## src/rtl/pipe_pkg.sv

```systemverilog
// pipe_pkg: shared definitions for the pipeline hazard/forwarding controller.
//   - opcode values, instruction field positions
//   - forwarding-mux source encodings
//   - slot_t: per-stage destination tracking {v, rd, ld}
// Related build option: PIPE_FWD_EN (see pipe_hazard_ctrl.sv).
package pipe_pkg;

    // Opcodes that touch the register file; 100-111 are NOPs.
    localparam logic [2:0] OP_ADD = 3'b000;
    localparam logic [2:0] OP_SUB = 3'b001;
    localparam logic [2:0] OP_ALU = 3'b010;
    localparam logic [2:0] OP_LD  = 3'b011;

    // Instruction field slices.
    localparam int unsigned OP_HI  = 31;
    localparam int unsigned OP_LO  = 29;
    localparam int unsigned RS1_HI = 28;
    localparam int unsigned RS1_LO = 25;
    localparam int unsigned RS2_HI = 24;
    localparam int unsigned RS2_LO = 21;
    localparam int unsigned RD_HI  = 20;
    localparam int unsigned RD_LO  = 17;

    // Register index width as encoded in the instruction word.
    localparam int unsigned REG_W = 4;

    // EX operand mux source encodings.
    localparam logic [1:0] FWD_RF  = 2'd0;
    localparam logic [1:0] FWD_EXM = 2'd1;
    localparam logic [1:0] FWD_MWB = 2'd2;
    localparam logic [1:0] FWD_WB  = 2'd3;

    // One tracked pipeline slot. v means "valid and writes rd".
    typedef struct packed {
        logic             v;
        logic [REG_W-1:0] rd;
        logic             ld;
    } slot_t;

    // Opcode reads rs1.
    function automatic logic op_reads_rs1(input logic [2:0] op);
        return (op == OP_ADD) || (op == OP_SUB) || (op == OP_ALU) || (op == OP_LD);
    endfunction

    // Opcode reads rs2 (LOAD only uses rs1 as the address).
    function automatic logic op_reads_rs2(input logic [2:0] op);
        return (op == OP_ADD) || (op == OP_SUB) || (op == OP_ALU);
    endfunction

    // Every register-reading opcode also writes rd.
    function automatic logic op_writes(input logic [2:0] op);
        return op_reads_rs1(op);
    endfunction

endpackage

```

## src/rtl/pipe_hazard_ctrl_if.sv

```systemverilog
// pipe_hazard_ctrl_if: decoder/datapath <-> hazard controller signal bundle.
//   id_valid, id_instr   : instruction presented in ID (driven by master)
//   stall                : hold PC and IF/ID, bubble into EX
//   fwd_a, fwd_b         : EX operand mux selects
//   wb_we, wb_rd         : regfile write strobe and address for the WB instruction
//   stall_cnt            : saturating stall-cycle counter
// Modports: master = decoder/datapath side, slave = pipe_hazard_ctrl.
interface pipe_hazard_ctrl_if #(
    parameter int unsigned RW    = 4,
    parameter int unsigned CNT_W = 16
);
    logic             id_valid;
    logic [31:0]      id_instr;
    logic             stall;
    logic [1:0]       fwd_a;
    logic [1:0]       fwd_b;
    logic             wb_we;
    logic [RW-1:0]    wb_rd;
    logic [CNT_W-1:0] stall_cnt;

    modport master (
        output id_valid, id_instr,
        input  stall, fwd_a, fwd_b, wb_we, wb_rd, stall_cnt
    );

    modport slave (
        input  id_valid, id_instr,
        output stall, fwd_a, fwd_b, wb_we, wb_rd, stall_cnt
    );

endinterface

```

## src/rtl/pipe_src_match.sv

```systemverilog
// pipe_src_match: compares one ID source register against the EX/MEM/WB slots.
//   used     in  the opcode in ID actually reads this source
//   src      in  source register index
//   ex/mem/wb in tracked slots
//   hit_ex   out producer in EX
//   hit_mem  out producer in MEM
//   hit_wb   out producer in WB (forced 0 when the regfile writes through)
//   fwd      out operand mux code, youngest producer wins
module pipe_src_match
    import pipe_pkg::*;
#(
    parameter int unsigned WR_THRU = 0
) (
    input  logic             used,
    input  logic [REG_W-1:0] src,
    input  slot_t            ex,
    input  slot_t            mem,
    input  slot_t            wb,
    output logic             hit_ex,
    output logic             hit_mem,
    output logic             hit_wb,
    output logic [1:0]       fwd
);

    logic unused_ld;
    assign unused_ld = ^{ex.ld, mem.ld, wb.ld};

    always_comb begin
        hit_ex  = used & ex.v  & (ex.rd  == src);
        hit_mem = used & mem.v & (mem.rd == src);
        // With write-through the regfile read already sees the WB value.
        hit_wb  = used & (WR_THRU == 0) & wb.v & (wb.rd == src);

        fwd = FWD_RF;
        if (hit_ex) begin
            fwd = FWD_EXM;
        end else if (hit_mem) begin
            fwd = FWD_MWB;
        end else if (hit_wb) begin
            fwd = FWD_WB;
        end
    end

endmodule

```

## src/rtl/pipe_hazard_ctrl.sv

```systemverilog
// pipe_hazard_ctrl: RAW hazard and forwarding control for the ID/EX/MEM/WB core.
// Tracks the destination of every in-flight instruction, stalls ID on hazards,
// drives the regfile write strobe and (optionally) the EX operand muxes.
// Ports:
//   clk  in  rising-edge clock
//   rst  in  synchronous active-high reset
//   bus  slave modport of pipe_hazard_ctrl_if (id_valid/id_instr in;
//        stall, fwd_a, fwd_b, wb_we, wb_rd, stall_cnt out)
// Build option:
//   PIPE_FWD_EN defined   : forwarding used, only load-use stalls
//   PIPE_FWD_EN undefined : fwd_a/b = 0, every RAW hazard stalls until the
//                           producer leaves the tracked window
module pipe_hazard_ctrl
    import pipe_pkg::*;
#(
    parameter int unsigned NREG    = 16,
    parameter int unsigned RW      = $clog2(NREG),
    parameter int unsigned WR_THRU = 0,
    parameter int unsigned CNT_W   = 16
) (
    input logic              clk,
    input logic              rst,
    pipe_hazard_ctrl_if.slave bus
);

    slot_t            ex_q, mem_q, wb_q;
    slot_t            ex_d;
    logic [1:0]       fwd_a_q, fwd_a_d;
    logic [1:0]       fwd_b_q, fwd_b_d;
    logic [CNT_W-1:0] cnt_q;

    logic [2:0]       op;
    logic [REG_W-1:0] rs1, rs2, rd;
    logic             use1, use2, writes;

    logic             h1_ex, h1_mem, h1_wb;
    logic             h2_ex, h2_mem, h2_wb;
    logic [1:0]       f1, f2;

    logic             hazard;
    logic             stall;
    logic             issue;
    logic             unused_cfg;

    // Decode the ID instruction.
    always_comb begin
        op     = bus.id_instr[OP_HI:OP_LO];
        rs1    = bus.id_instr[RS1_HI:RS1_LO];
        rs2    = bus.id_instr[RS2_HI:RS2_LO];
        rd     = bus.id_instr[RD_HI:RD_LO];
        use1   = op_reads_rs1(op);
        use2   = op_reads_rs2(op);
        writes = op_writes(op);
    end

    pipe_src_match #(
        .WR_THRU (WR_THRU)
    ) u_match_rs1 (
        .used    (use1),
        .src     (rs1),
        .ex      (ex_q),
        .mem     (mem_q),
        .wb      (wb_q),
        .hit_ex  (h1_ex),
        .hit_mem (h1_mem),
        .hit_wb  (h1_wb),
        .fwd     (f1)
    );

    pipe_src_match #(
        .WR_THRU (WR_THRU)
    ) u_match_rs2 (
        .used    (use2),
        .src     (rs2),
        .ex      (ex_q),
        .mem     (mem_q),
        .wb      (wb_q),
        .hit_ex  (h2_ex),
        .hit_mem (h2_mem),
        .hit_wb  (h2_wb),
        .fwd     (f2)
    );

`ifdef PIPE_FWD_EN
    // Only a LOAD in EX cannot be forwarded in time: one bubble.
    assign hazard     = (h1_ex | h2_ex) & ex_q.ld;
    assign unused_cfg = ^{h1_mem, h1_wb, h2_mem, h2_wb, mem_q.ld, wb_q.ld,
                          bus.id_instr[RD_LO-1:0]};
`else
    assign hazard     = h1_ex | h1_mem | h1_wb | h2_ex | h2_mem | h2_wb;
    assign unused_cfg = ^{f1, f2, ex_q.ld, mem_q.ld, wb_q.ld, bus.id_instr[RD_LO-1:0]};
`endif

    // Next-state for the EX slot and the operand mux selects.
    always_comb begin
        stall = ~rst & bus.id_valid & hazard;
        issue = bus.id_valid & ~stall;

        ex_d = '0;
        if (issue && writes) begin
            ex_d.v  = 1'b1;
            ex_d.rd = rd;
            ex_d.ld = (op == OP_LD);
        end

        fwd_a_d = FWD_RF;
        fwd_b_d = FWD_RF;
`ifdef PIPE_FWD_EN
        if (issue) begin
            fwd_a_d = f1;
            fwd_b_d = f2;
        end
`endif
    end

    always_ff @(posedge clk) begin
        if (rst) begin
            ex_q    <= '0;
            mem_q   <= '0;
            wb_q    <= '0;
            fwd_a_q <= FWD_RF;
            fwd_b_q <= FWD_RF;
            cnt_q   <= '0;
        end else begin
            ex_q    <= ex_d;
            mem_q   <= ex_q;
            wb_q    <= mem_q;
            fwd_a_q <= fwd_a_d;
            fwd_b_q <= fwd_b_d;
            if (stall && (cnt_q != {CNT_W{1'b1}})) begin
                cnt_q <= cnt_q + CNT_W'(1);
            end
        end
    end

    assign bus.stall     = stall;
    assign bus.fwd_a     = fwd_a_q;
    assign bus.fwd_b     = fwd_b_q;
    assign bus.wb_we     = wb_q.v;
    assign bus.wb_rd     = RW'(wb_q.rd);
    assign bus.stall_cnt = cnt_q;

endmodule

```

## src/flat_wrapper.sv

```systemverilog
// flat-port wrapper written by rule: the top's interface ports become plain ports
module pipe_hazard_ctrl_flat import pipe_pkg::*;
#(
    parameter int unsigned NREG    = 16,
    parameter int unsigned RW      = $clog2(NREG),
    parameter int unsigned WR_THRU = 0,
    parameter int unsigned CNT_W   = 16
)
  (clk, rst, bus_id_valid, bus_id_instr, bus_stall, bus_fwd_a, bus_fwd_b, bus_wb_we, bus_wb_rd, bus_stall_cnt);
  pipe_hazard_ctrl_if #(.RW(RW), .CNT_W(CNT_W)) bus_i ();
  input logic clk;
  input logic rst;
  input wire logic [$bits(bus_i.id_valid)-1:0] bus_id_valid;
  input wire logic [$bits(bus_i.id_instr)-1:0] bus_id_instr;
  output wire logic [$bits(bus_i.stall)-1:0] bus_stall;
  output wire logic [$bits(bus_i.fwd_a)-1:0] bus_fwd_a;
  output wire logic [$bits(bus_i.fwd_b)-1:0] bus_fwd_b;
  output wire logic [$bits(bus_i.wb_we)-1:0] bus_wb_we;
  output wire logic [$bits(bus_i.wb_rd)-1:0] bus_wb_rd;
  output wire logic [$bits(bus_i.stall_cnt)-1:0] bus_stall_cnt;
  assign bus_i.id_valid = bus_id_valid;
  assign bus_i.id_instr = bus_id_instr;
  assign bus_stall = bus_i.stall;
  assign bus_fwd_a = bus_i.fwd_a;
  assign bus_fwd_b = bus_i.fwd_b;
  assign bus_wb_we = bus_i.wb_we;
  assign bus_wb_rd = bus_i.wb_rd;
  assign bus_stall_cnt = bus_i.stall_cnt;
  pipe_hazard_ctrl #(.NREG(NREG), .RW(RW), .WR_THRU(WR_THRU), .CNT_W(CNT_W)) u_core (.clk(clk), .rst(rst), .bus(bus_i));
endmodule
```

## config.mk

```make
export PLATFORM = sky130hd
export DESIGN_NAME = pipe_hazard_ctrl_flat
export DESIGN_NICKNAME = d
export VERILOG_FILES = /design/src/rtl/pipe_pkg.sv /design/src/rtl/pipe_hazard_ctrl_if.sv /design/src/rtl/pipe_src_match.sv /design/src/rtl/pipe_hazard_ctrl.sv /design/src/flat_wrapper.sv
export SDC_FILE = /design/constraint.sdc
export NUM_CORES = 1
export LEC_CHECK = 0
export ABC_AREA = 1
export CAP_MARGIN = 20
export CORE_ASPECT_RATIO = 0.9
export CORE_UTILIZATION = 46
export DETAILED_ROUTE_END_ITERATION = 8
export PLACE_DENSITY = 0.81
export SLEW_MARGIN = 40
export SYNTH_ARGS = -nofsm -noshare
export SYNTH_HDL_FRONTEND = slang
export SYNTH_SLANG_ARGS = --single-unit
```

## constraint.sdc

```tcl
create_clock -name clk -period 2.8 [get_ports clk]
set_input_delay 0.84 -clock clk [delete_from_list [all_inputs] [get_ports clk]]
set_output_delay 0.84 -clock clk [all_outputs]
set_load 0.005 [all_outputs]
```

==> results.cfg, run 1 <==
[outcome]
status = complete, no violations

[global_routing]
antenna_found_initial = 0
grtUsageTotal_pct = 22.5
grt_max_degree = 26
grt-ovfl-total = 0
grt_pass1_wl_um = 7950
grt_pass1_vias = 1731

[drt]
wl_met2_um = 2020
routed_wirelength_um = 4580
highest-signal-layer = met4
drt-wirelength-per-cell_um = 11.7
first_pass_iters = 4
drt_iter0_drc = 93
wl_met3_um = 273
wl_met1_um = 2220
drc = 0
ant_nets = 0
num_vias = 1998
vias_per_cell = 5.08

[synth]
synth_top_area_cell = dfxtp_1
muxShareOfSynthArea_pct = 0
yosysTopAreaCellShare_pct = 32.5
synthSimpleGateAreaFrac_pct = 41.0
seq_area_frac_synth_pct = 32.5
synth_compound_area_share_pct = 8.90
synth_top_family_by_area = simple AND/OR/NAND/NOR gates
netlist_area_um2 = 1910
synth.area.top_cells = dfxtp_1 (32%), nand2_1 (16%), nor2_1 (9.8%)
synthAdderAreaFrac_pct = 0.654
avgSynthCellArea_um2 = 6.39
ys_ff_latch = 31
ys_types = 24
synthCells = 299
synth_warnings = 0
synth-xor-area-share_pct = 4.58

[critical_path]
critical_path.max_fanout = 4
worstPathRequired_ps = 1960
startpoint_type = input port
crit_family = simple AND/OR/NAND/NOR gates
critPathBufInv = 4
cp_data_arrival_time_ps = 1880
path_class = in -> out
critPathMaxStageDelay_ps = 200
worstPathCellList = clkdlybuf4s15_1, inv_2, nand2_1, nand2_1, nor2_1, nand3_1, nand2_1, nor2_2, nand2_2, nand2_2, inv_2, buf_6
crit_path_end_kind = output port
cp_common_cell = nand2_1
slowest_stage = clkdlybuf4s15_1
rrSetupSlack_ps = 840

[sta]
min_period_ps = 2720
hold_violations = 0
tns_ps = 0
setup_violations = 0
timing.hold.ws_ps = 455
fin_crit_sh_pct = 97.0
fmax_ghz = 0.368
setup_ws_ps = 84.1
fin_skew_ps = 9.82
maxSlewViolCount = 0

[power_and_ir_drop]
swShare_pct = 26.0
combPwrFrac_pct = 10.1
vdd_ir_drop_max_uv = 220
switchingPower_mw = 0.231
p_seq_share_pct = 50.7
p_per_area_nw_per_um2 = 363
p_total_mw = 0.887
clockPowerShare_pct = 39.3
p_leak_nw = 1.04
intPower_mw = 0.657

[die]
die-area_um2 = 4420
die-width_um = 70.0
io-pin-count = 61
num_rows = 21
start_util_pct = 49.8
die_h_um = 63.2
core_area_um2 = 3840

[place]
dp.cells = 385
port_buffers = 39
pre_cts_slack_ps = -647
gp_congestion = 0.891
place_area_um2 = 2370
place_hpwl_um = 3360

[finish]
nets = 382
fin_util_pct = 63.7
finalInstanceArea_um2 = 2440
n_antenna_cell = 0
mostFrequentLayoutCell = nand2_1
drive_above_1_share_pct = 18.4
layout.cells.non_filler = 393
area_growth_syn_to_layout_pct = 27.9
layout_common_cells = nand2_1 (77), nor2_1 (48), inv_1 (33), dfxtp_1 (31), clkdlybuf4s50_1 (27)

[clock_network]
clk_pin_slew_ps = 70
ctsRootBufferMaster = clkbuf_8
cts_buffer_depth = 2
cts_buffers = 5
postCtsHoldBufs = 0
insertion_delay_ps = 290
htreeDepth = 2
cts.sinks = 31
cts_setup_buffers = 0
cts_tree = done

[min_path]
hp-class = reg -> reg

[flow_run]
max-cap-violations = 0
## worst paths after layout
path,from,to,cells past startpoint
max,bus_id_instr[21],bus_stall,12
min,u_core.ex_q[5]$_SDFF_PP0_,u_core.mem_q[5]$_SDFF_PP0_,2
max reg2reg,u_core.bus.stall_cnt[1]$_SDFFE_PP0P_,u_core.bus.stall_cnt[0]$_SDFFE_PP0P_,10
min reg2reg,u_core.ex_q[5]$_SDFF_PP0_,u_core.mem_q[5]$_SDFF_PP0_,2
## Yosys cell counts
master / instances
nand4_1: 16
buf_1: 1
clkbuf_1: 2
conb_1: 1
dfxtp_1: 31
nand3_1: 11
a21oi_2: 8
xor2_1: 5
ha_1: 1
buf_2: 3
nand3_4: 2
a21oi_1: 9
buf_4: 4
buf_8: 1
o21ai_0: 11
nand2_2: 10
inv_1: 42
nor3_4: 1
clkinv_2: 1
xnor2_1: 5
nor3_1: 4
nor2_1: 50
nand3_2: 1
nand2_1: 79
## power groups by stage
stage	sequential (mW)	combinational (mW)	clock [mW]
floorplan	0.458	0.0466	0
global route	0.450	0.0992	0.376
CTS	0.449	0.0876	0.356
finish	0.449	0.0894	0.348
global placement	0.459	0.0892	0
detailed placement	0.459	0.0898	0
## repair_timing
item	in CTS	in global routing
pin swaps	8	9
endpoints found under the setup margin	1	1
gates resized for setup	30	23
## layout make-up
type,count,area [µm²]
fillers,364,1390
multi-input cells,217,1090
flip-flops and latches,31,621
repair buffers,48,425
inverters,43,163
clock buffers,6,72.6
well taps,46,57.6
clock inverters,2,12.5
## flip-flops by register name (all words and copies together), names as in the netlist
name,cells
u_core.bus.stall_cnt,16
u_core.mem_q,5
u_core.bus.wb_we,1
u_core.bus.wb_rd,4
u_core.ex_q,5
## metal layers
layer / global-route usage, % / vias to the layer above
met2: 33.7 / 60
met5: 0 / -
li1: - / 1024
met3: 4.32 / 7
met1: 32.5 / 907
met4: 6.75 / 0
## worst reg2reg max path, stage by stage (launching register included)
cell and delay (ps):
dfxtp_1 390, ha_1 220, nand3_2 120, nor3_4 270, nand2_2 120, clkinv_2 80, nand3_4 160, nand3_4 300
nand2_1 90, nand2_1 70, nor2_1 40
## cell families after synthesis
family	count (synthesis)
adders and majority gates	1
AOI/OAI and AO/OA	28
xor gates and xnor gates	10
and+or+nand+nor	174
DFF	31
other	1
buffers and inverters	54
No activity file was read; power rests on OpenSTA's default activity.
==> run 2: changes to the inputs <==
--- a/config.mk
+++ b/config.mk
@@ -10,7 +10,7 @@
 export CORE_ASPECT_RATIO = 0.9
 export CORE_UTILIZATION = 46
 export DETAILED_ROUTE_END_ITERATION = 8
-export PLACE_DENSITY = 0.81
+export PLACE_DENSITY = 0.87
 export SLEW_MARGIN = 40
 export SYNTH_ARGS = -nofsm -noshare
 export SYNTH_HDL_FRONTEND = slang
==> run 2 against run 1 <==
Final area grew 3.1%. Global-route usage grew 1.4 points. Via count up 8.8%. Non-clock buffer count up 8. First-iteration DRC count increased to 2.7 times the previous value. Cell count grew 2.5%. Worst setup slack got worse by 14 ps. Clock skew fell by 1.8 ps. Critical path depth is 1 lower. Utilization rose by 2.0 points. Combinational power rose by 2%. Hold slack better by 1.3 ps. Critical endpoint unchanged. Largest power group unchanged. Highest routed layer unchanged.
==> results.cfg, run 2 (synthesis results as in run 1) <==
[power_and_ir_drop]
p_leak_nw = 1.08
p_per_area_nw_per_um2 = 352
vdd_ir_drop_max_uv = 260

[place]
place_hpwl_um = 3350
gp_congestion = 0.931
port_buffers = 39
place_area_um2 = 2350

[finish]
finalInstanceArea_um2 = 2520
largest_register_ffs = 16
area_growth_syn_to_layout_pct = 31.8
fill_cells = 336
mostFrequentLayoutCell = nand2_1
layout_common_cells = nand2_1 (75), nor2_1 (49), inv_1 (34), dfxtp_1 (31), clkdlybuf4s50_1 (27)
nets = 392
fin_util_pct = 65.7
multi_input_area_um2 = 1130
seqCellArea_um2 = 621
drive_above_1_share_pct = 21.0
n_antenna_cell = 0

[clock_network]
htreeDepth = 2
clk_pin_slew_ps = 60
insertion_delay_ps = 290
ctsRootBufferMaster = clkbuf_8
cts_buffers = 5
cts_buffer_depth = 2
cts_tree = done
cts.sinks = 31

[sta]
setup_violations = 0
fin_crit_sh_pct = 97.5
hold_violations = 0
timing.hold.ws_ps = 456
rsz0062_at_grt = false
min_period_ps = 2730
fmax_ghz = 0.366
fin_skew_ps = 7.98
maxSlewViolCount = 0

[drt]
vias_per_cell = 5.39
routed_wirelength_um = 5190
drt-wirelength-per-cell_um = 12.9
drt_iter0_drc = 251
first_pass_iters = 5
num_vias = 2174
ant_nets = 0
drc = 0

[critical_path]
rrSetupSlack_ps = 510
critical_path.max_fanout = 3
startpoint_type = input port
worstPathRequired_ps = 1960
r2r_end = u_core.bus.stall_cnt[5]$_SDFFE_PP0P_
worst-r2r-cell-count = 17
crit_path_end_kind = output port
critPathLaunch = bus_id_instr[30]
path_class = in -> out
timing.rr.start = u_core.ex_q[1]$_SDFF_PP0_
cp-endpoint = bus_stall
cp_data_arrival_time_ps = 1890

[die]
io-pin-count = 61
die-width_um = 70.0
core_area_um2 = 3840
num_rows = 21
start_util_pct = 49.8
die_h_um = 63.2
die-area_um2 = 4420

[global_routing]
antenna_found_initial = 0
grt-busiest-layer = met2
grt-ovfl-total = 0
grt_max_degree = 26
grt_pass1_vias = 1964
grt_use_met3_pct = 4.48
grt_pass1_wl_um = 8510
grtUsageTotal_pct = 23.9
globalRouteMet1Util_pct = 31.7
gr-usage-met2_pct = 36.3

[outcome]
status = complete, no violations

[min_path]
hp-class = reg -> reg
holdPathStages = 2

[flow_run]
max-cap-violations = 0
-- run 2: cell types whose count changed in the layout (fill, tap and decap cells not counted), moves of 2 or more --
| cell | change |
|---|---|
| clkdlybuf4s15_1 | -2 |
| clkbuf_2 | +2 |
| nand2_1 | -2 |
| buf_4 | +8 |
-- run 2: worst max-delay path: stages --
cell and delay, ps:
dlygate4sd2_1 230, nand2_1 100, nand2_4 70, nor2_1 110
nand3_1 90, nand2_1 80, inv_1 60, nand2_2 80
nand2_2 50, inv_2 60, buf_2 110
-- run 2: worst min path at each step --
stage	start	end	slack [ps]
floorplan	u_core.mem_q[5]$_SDFF_PP0_	u_core.bus.wb_we$_SDFF_PP0_	410
global placement	u_core.ex_q[5]$_SDFF_PP0_	u_core.mem_q[5]$_SDFF_PP0_	430
detailed placement	u_core.ex_q[5]$_SDFF_PP0_	u_core.mem_q[5]$_SDFF_PP0_	440
CTS	u_core.ex_q[5]$_SDFF_PP0_	u_core.mem_q[5]$_SDFF_PP0_	460
global route	u_core.ex_q[5]$_SDFF_PP0_	u_core.mem_q[5]$_SDFF_PP0_	500
finish	u_core.ex_q[5]$_SDFF_PP0_	u_core.mem_q[5]$_SDFF_PP0_	460
-- run 2: area by class of cell --
class                   count  share of cell area (%)
multi-input cells         219                    44.8
inverters                  43                    6.45
clock inverters             1                   0.199
repair buffers             56                    18.6
flip-flops and latches     31                    24.6
clock buffers               7                    3.03
well taps                  46                    2.28
-- run 2: timing repair --
action,CTS,global route
pin swaps,7,11
gates cloned,1,1
hold buffers,0,0
setup endpoints to repair,1,17
setup buffers,11,0
resized for setup,27,28
-- run 2: per-stage QoR --
stage,cells,setup TNS [ps],power (mW),setup slack [ps]
after floorplan,302,0,0.505,168
after global placement,383,-661,0.545,-661
after detailed placement,383,-639,0.546,-639
after global routing,403,0,0.923,15.5
after CTS,403,0,0.884,1.99
final,403,0,0.888,70.4
-- run 2: layer usage --
metal  vias up  share of wire [%]  wire (µm)
li1       1051                  -          -
met1       987                 44       2270
met2       117                 45       2350
met3        19                8.3        429
met4         0                2.8        144
met5         -                  0          0
-- run 2: power breakdown --
part	internal, mW	leakage, nW	switching, mW
Combinational	0.0375	0.789	0.0539
Sequential	0.445	0.250	0.00409
Clock	0.174	0.0422	0.173
==> run 3: changes to the inputs <==
--- a/config.mk
+++ b/config.mk
@@ -11,6 +11,7 @@
 export CORE_UTILIZATION = 46
 export DETAILED_ROUTE_END_ITERATION = 8
 export PLACE_DENSITY = 0.87
+export SKIP_CTS_REPAIR_TIMING = 1
 export SLEW_MARGIN = 40
 export SYNTH_ARGS = -nofsm -noshare
 export SYNTH_HDL_FRONTEND = slang
==> run 3 against run 2 <==
Sequential share of layout area up 0.45 points. Non-clock buffer count down 9. Hold slack worse by 4.9 ps. Clock power about the same. Final area down 1.8%. First-iteration DRC count down 26%. Sequential power about the same. Combinational power down 2.7%. Critical path depth up 1. Largest power group unchanged.
==> results.cfg, run 3 (synthesis results as in run 1) <==
[drt]
vias_per_cell = 5.22
routed_wirelength_um = 4600
drt-wirelength-per-cell_um = 11.7
ant_nets = 0
drc = 0
drt_iter0_drc = 186
num_vias = 2048
first_pass_iters = 5

[global_routing]
grt_max_degree = 26
grt-ovfl-total = 0
grtUsageTotal_pct = 22.0
grt_pass1_wl_um = 7870
grt_pass1_vias = 1814
antenna_found_initial = 0

[power_and_ir_drop]
p_leak_nw = 1.12
switchingPower_mw = 0.223
p_total_mw = 0.882
p_per_area_nw_per_um2 = 357
combPwrFrac_pct = 10.1
clockPowerShare_pct = 39.0
p_seq_share_pct = 50.9
vdd_ir_drop_max_uv = 252
swShare_pct = 25.3
intPower_mw = 0.659

[sta]
min_period_ps = 2700
hold_violations = 0
fin_crit_sh_pct = 96.6
maxSlewViolCount = 0
timing.hold.ws_ps = 451
fin_skew_ps = 8.32
setup_violations = 0
fmax_ghz = 0.370

[finish]
layout_common_cells = nand2_1 (77), nor2_1 (49), inv_1 (35), dfxtp_1 (31), clkdlybuf4s50_1 (27)
drive_above_1_share_pct = 15.0
fill_cells = 350
seqCellArea_um2 = 621
n_antenna_cell = 0
mostFrequentLayoutCell = nand2_1
nets = 381
multi_input_area_um2 = 1090
area_growth_syn_to_layout_pct = 29.5
fin_util_pct = 64.5
largest_register_ffs = 16

[clock_network]
htreeDepth = 2
cts.sinks = 31
cts_tree = done
clk_pin_slew_ps = 60
insertion_delay_ps = 290
cts_buffer_depth = 2
ctsRootBufferMaster = clkbuf_8
cts_buffers = 5

[critical_path]
crit_family = simple AND/OR/NAND/NOR gates
cp.depth = 12
path_class = in -> out
slowest_stage = dlymetal6s2s_1
worstPathRequired_ps = 1960
crit_path_end_kind = output port
startpoint_type = input port
worst-r2r-cell-count = 9
critical_path.max_fanout = 4
cp_data_arrival_time_ps = 1860
critPathMaxStageDelay_ps = 180
critPathBufInv = 4
cp_common_cell = nand2_1
worstPathCellList = dlymetal6s2s_1, inv_1, nand2_1, nand2_1, nor2_1, nand3_1, nand2_1, nor2_2, nand2_2, nand2_2, inv_2, clkbuf_2

[place]
port_buffers = 39
place_hpwl_um = 3350
gp_congestion = 0.931

[die]
die_h_um = 63.2
start_util_pct = 49.8
die-area_um2 = 4420
die-width_um = 70.0
core_area_um2 = 3840
num_rows = 21
io-pin-count = 61

[flow_run]
max-cap-violations = 0

[min_path]
holdPathStages = 2
hp-class = reg -> reg

[outcome]
status = complete, no violations
-- run 3: through the flow --
step / std cells / area, µm² / setup WS (ps) / setup TNS, ps
finish: 392 / 2470 / 95.0 / 0
detailed placement: 383 / 2350 / -639 / -639
floorplan: 302 / 1920 / 168 / 0
global route: 392 / 2470 / -1.69 / -1.69
global placement: 383 / 2350 / -661 / -661
CTS: 391 / 2430 / -645 / -645
-- run 3: routing by layer --
layer  vias to the layer above  wire length (µm)  track usage, %
met1                       923              2150            28.7
li1                       1022                 -               -
met3                        13               344            4.96
met5                         -                 0               0
met4                         0               100            10.5
met2                        90              2010            34.4
-- run 3: cell type report --
| type | instances | area share [%] |
|---|---|---|
| clock buffers | 7 | 3.08 |
| inverters | 43 | 6.57 |
| repair buffers | 47 | 18.8 |
| well taps | 46 | 2.33 |
| clock inverters | 1 | 0.202 |
| flip-flops and latches | 31 | 25.1 |
| multi-input cells | 217 | 43.9 |
-- run 3: tightest hold or removal path: stages (launching register included) --
cell	delay, ps
dfxtp_1	330
inv_1	50
nor2_1	30
-- run 3: final timing paths --
kind | startpoint | to | slack [ps]
worst max-delay path | bus_id_instr[26] | bus_stall | 100
worst min-delay path | u_core.ex_q[5]$_SDFF_PP0_ | u_core.mem_q[5]$_SDFF_PP0_ | 450
worst max register to register | u_core.bus.stall_cnt[0]$_SDFFE_PP0P_ | u_core.bus.stall_cnt[2]$_SDFFE_PP0P_ | 860
worst min register to register | u_core.ex_q[5]$_SDFF_PP0_ | u_core.mem_q[5]$_SDFF_PP0_ | 450
-- run 3: power groups by stage --
stage               combinational [mW]  sequential [mW]  clock, mW
floorplan                       0.0466            0.458          0
global placement                0.0864            0.459          0
detailed placement              0.0868            0.459          0
CTS                             0.0874            0.449      0.348
global route                    0.0987            0.450      0.374
finish                          0.0889            0.449      0.344
==> RTL change 1 (flow settings as in run 1) <==
Make the reset (`rst`) asynchronous in one clocked block. Comments in the files are not updated.
--- a/src/rtl/pipe_hazard_ctrl.sv
+++ b/src/rtl/pipe_hazard_ctrl.sv
@@ -114,5 +114,5 @@
     end
 
-    always_ff @(posedge clk) begin
+    always_ff @(posedge clk or posedge rst) begin
         if (rst) begin
             ex_q    <= '0;
Behaviour: differs if rst is asserted again (counterexample within 4 cycles, from zero or initial values and one cycle with rst high); with rst held inactive, the same outputs for 10 cycles.
==> RTL change 1 against run 1 <==
  * The flow now finishes with violations (DRC)
  * Power increased by 10%
  * Synthesized area increased by 2.7%
  * Sequential cell count unchanged
  * Worst setup slack better by 0.0024 ns
  * Cell area rose by 1.4%
  * Routed wire length shrank 2.3%
  * Utilization shrank 2.9 points
  * First-iteration DRC count rose by 87%
  * Largest power group unchanged
==> RTL change 1: results (changes against run 1) <==
1st-pass router iterations=7 (+3); DRC=8 (+8); Post-Synth XOR/XNOR Area=0.0580 (+0.0122); pre-CTS setup slack=-0.641 ns (+0.00660 ns); crit path from=bus_id_instr[31]; status=finished with violations; hold depth=0 (-2); dominant cells by area after synthesis=dfrtp_1 40%, nand2_1 20%, inv_1 7.1%; Worst R2R Path Depth=7 (-3); Tot GR Track Use=0.219 (-0.00593); Post-synth ARST share=1.00 (+1.00); Filler cells=375 (+3.0%); placed inst area=2410 um2 (+2.0%); Net Sw Frac=0.274 (+0.0142); layout cells sized above 1=0.117 (-0.0673); reg2reg setup slack=0.88 ns (+0.04 ns); vias in the first global route=1804 (+4.2%); ys flop type=dfrtp_1; global-route wire length before repair=7.91 mm (-0.52%); failing checks=DRC; post-DP HPWL=3.30 mm (-1.9%); post-synthesis adder-cell area fraction=0.00637 (-0.000171); leakage=0.00131 uW (+26%); reg2reg start=u_core.bus.stall_cnt[0]; vias=1907 (-4.6%); WL/cell=11.7 um (+0.79%)
==> RTL change 1: power groups by stage <==
stage | clock network (uW) | registers (uW) | logic (uW)
after floorplan | 0 | 493 | 78.8
after global placement | 0 | 495 | 150
after detailed placement | 0 | 496 | 152
after CTS | 348 | 488 | 148
after global routing | 363 | 491 | 169
final | 342 | 488 | 148
==> RTL change 1: metal layers <==
layer	vias to the layer above	part of all wire	GRT usage
li1	974	-	-
met1	877	0.47	0.289
met2	48	0.47	0.371
met3	8	0.046	0.0331
met4	0	0.013	0.0675
met5	-	0	0
==> RTL change 1: what timing repair did <==
| action | in CTS | in global routing |
|---|---|---|
| pin swaps | 6 | 4 |
| resized for setup | 19 | 20 |
| hold endpoints to repair | 0 | 0 |
| setup endpoints to repair | 1 | 1 |
| hold buffers | 0 | 0 |
| setup buffers | 1 | 0 |
==> RTL change 1: worst max-delay path, cell delays in order <==
cell and delay [ns]:
dlygate4sd2_1 0.26, inv_2 0.11, nand2_4 0.07, nor2_2 0.10
nand3_1 0.08, nand2_1 0.06, inv_1 0.08, nand2_4 0.08
nand2_2 0.05, inv_1 0.04, buf_2 0.10
==> RTL change 1: kinds of logic after synthesis <==
group | Yosys count
AO/OA/AOI/OAI | 6
adder cells (fa/ha/maj) | 1
other | 1
XOR/XNOR | 13
AND/OR/NAND/NOR | 186
buffers and inverters | 46
flip-flops | 31
==> RTL change 1: area by class of cell <==
class | count | share of cell area
multi-input combinational | 210 | 0.410
sequential | 31 | 0.313
timing repair buffer | 46 | 0.161
inverter | 38 | 0.0575
clock buffer | 6 | 0.0293
tap | 48 | 0.0242
clock inverter | 2 | 0.00505
==> RTL change 1: metrics by stage <==
step	TNS (ns)	cells	power, uW	hold WS, ns
after floorplan	0	287	572	0.374
after global placement	-0.616	372	644	0.387
after detailed placement	-0.641	372	648	0.399
after CTS	0	381	984	0.415
after global routing	-0.0171	381	1020	0.437
final	0	381	978	0.412
==> RTL change 1: how the worst max path moves through the flow <==
stage / cells past startpoint / end / slack (ns)
floorplan: 9 / bus_stall / 0.45
global placement: 12 / bus_stall / -0.62
detailed placement: 12 / bus_stall / -0.64
CTS: 12 / bus_stall / 0.02
global route: 11 / bus_stall / -0.02
finish: 11 / bus_stall / 0.09
==> RTL change 2 (settings of run 1) <==
Made on the original files. Build with the macro `PIPE_FWD_EN` defined.
--- a/src/rtl/pipe_hazard_ctrl.sv
+++ b/src/rtl/pipe_hazard_ctrl.sv
@@ -11,4 +11,6 @@
 //   PIPE_FWD_EN undefined : fwd_a/b = 0, every RAW hazard stalls until the
 //                           producer leaves the tracked window
+`define PIPE_FWD_EN
+
 module pipe_hazard_ctrl
     import pipe_pkg::*;
Behaviour: not the same (Yosys sat finds a counterexample within 4 cycles, from zero or initial values and one cycle with rst high).
==> RTL change 2 against run 1 <==
  * The run now ends with DRC left
  * Combinational power increased by 34%
  * Power increased by 16%
  * Sequential cell count increased by 5
  * Clock power increased by 12%
  * Sequential share of layout area about the same
  * Worst setup slack improved by 0.0086 ns
  * Cell area increased by 16%
  * Synthesized area increased by 2.1%
  * Routed wire length increased by 14%
==> RTL change 2: results (changes against run 1) <==
status=finished with violations; failing checks=DRC; 1st-pass router iterations=6 (+2); Post-Place Cells=386 (+0.26%); leakage=0.00119 uW (+15%); met2 global-route usage=0.400 (+0.0639); Worst Path Arrival=2.94 ns (+1.06 ns); DRC=3 (+3); WL/cell=12.6 um (+8.2%); placed inst area=2590 um2 (+9.6%); clk pwr=390 uW (+12%); Max FO, Critical Path=3 (-1); DR vias/cell=5.04 (-0.94%); post-DP HPWL=3.41 mm (+1.3%); crit-path leading delay family=buffers and inverters; layout cells sized above 1=0.257 (+0.0724); Max rail drop VDD=0.000322 V (+46%); Final nets=401 (+5.0%); Clock Skews=0.00659 ns (-0.00322 ns); met1 GRT Util=0.325 (about the same); largest net degree at the start of global routing=28 (+7.7%); P_comb=120 uW (+34%); slowest cell on the critical path=dlygate4sd2_1; commonest cells in the netlist=70 x nand2_1, 41 x nor2_1, 36 x dfxtp_1, 30 x inv_1; Tot GR Track Use=0.253 (+0.0281); vias=2085 (+4.4%); area occupied by multi-input gates=1080 um2 (-0.80%); global-route wire length before repair=8.78 mm (+10%); Int Pwr=778 uW (+18%); vias in the first global route=1944 (+12%); PortBufs=43 (+10%)
[RTL change 2: what timing repair did]
action                                  in CTS  in global routing
pin swaps                                    9                  0
setup buffers                               21                  0
gates resized for setup                     18                  3
endpoints found under the setup margin       1                  3
[RTL change 2: area by class of cell]
class	count	share of cell area
multi-input combinational	201	0.382
timing repair buffer	87	0.266
sequential	36	0.254
inverter	34	0.0449
clock buffer	6	0.0291
tap	48	0.0211
clock inverter	2	0.00352
[RTL change 2: cells by family after synthesis]
group | after synthesis | synth area share
simple gates | 152 | 0.351
buf+inv | 39 | 0.0859
flops | 36 | 0.369
compound gates | 28 | 0.0981
xor+xnor | 20 | 0.0897
fa+ha+maj | 1 | 0.00641
[RTL change 2: final timing paths]
path                             end  cells after the start  slack [ns]                    start
min reg2reg         u_core.bus.wb_we                      2        0.44          u_core.mem_q[5]
min                 u_core.bus.wb_we                      2        0.44          u_core.mem_q[5]
max reg2reg  u_core.bus.stall_cnt[2]                      9        1.01  u_core.bus.stall_cnt[0]
max              u_core.bus.fwd_b[0]                     18        0.09         bus_id_instr[31]
[RTL change 2: stage by stage]
stage	total power, uW	setup WS, ns
after global routing	1070	0.00242
after detailed placement	632	-0.517
after floorplan	573	0.476
final	1030	0.0928
after global placement	630	-0.487
after CTS	1020	0.114
[RTL change 2: routing by layer]
| layer | vias to the layer above | routed length (um) | part of all wire |
|---|---|---|---|
| met1 | 960 | 2340 | 0.45 |
| met4 | 0 | 175 | 0.034 |
| met2 | 66 | 2410 | 0.46 |
| met3 | 19 | 296 | 0.057 |
| li1 | 1040 | - | - |
| met5 | - | 0 | 0 |
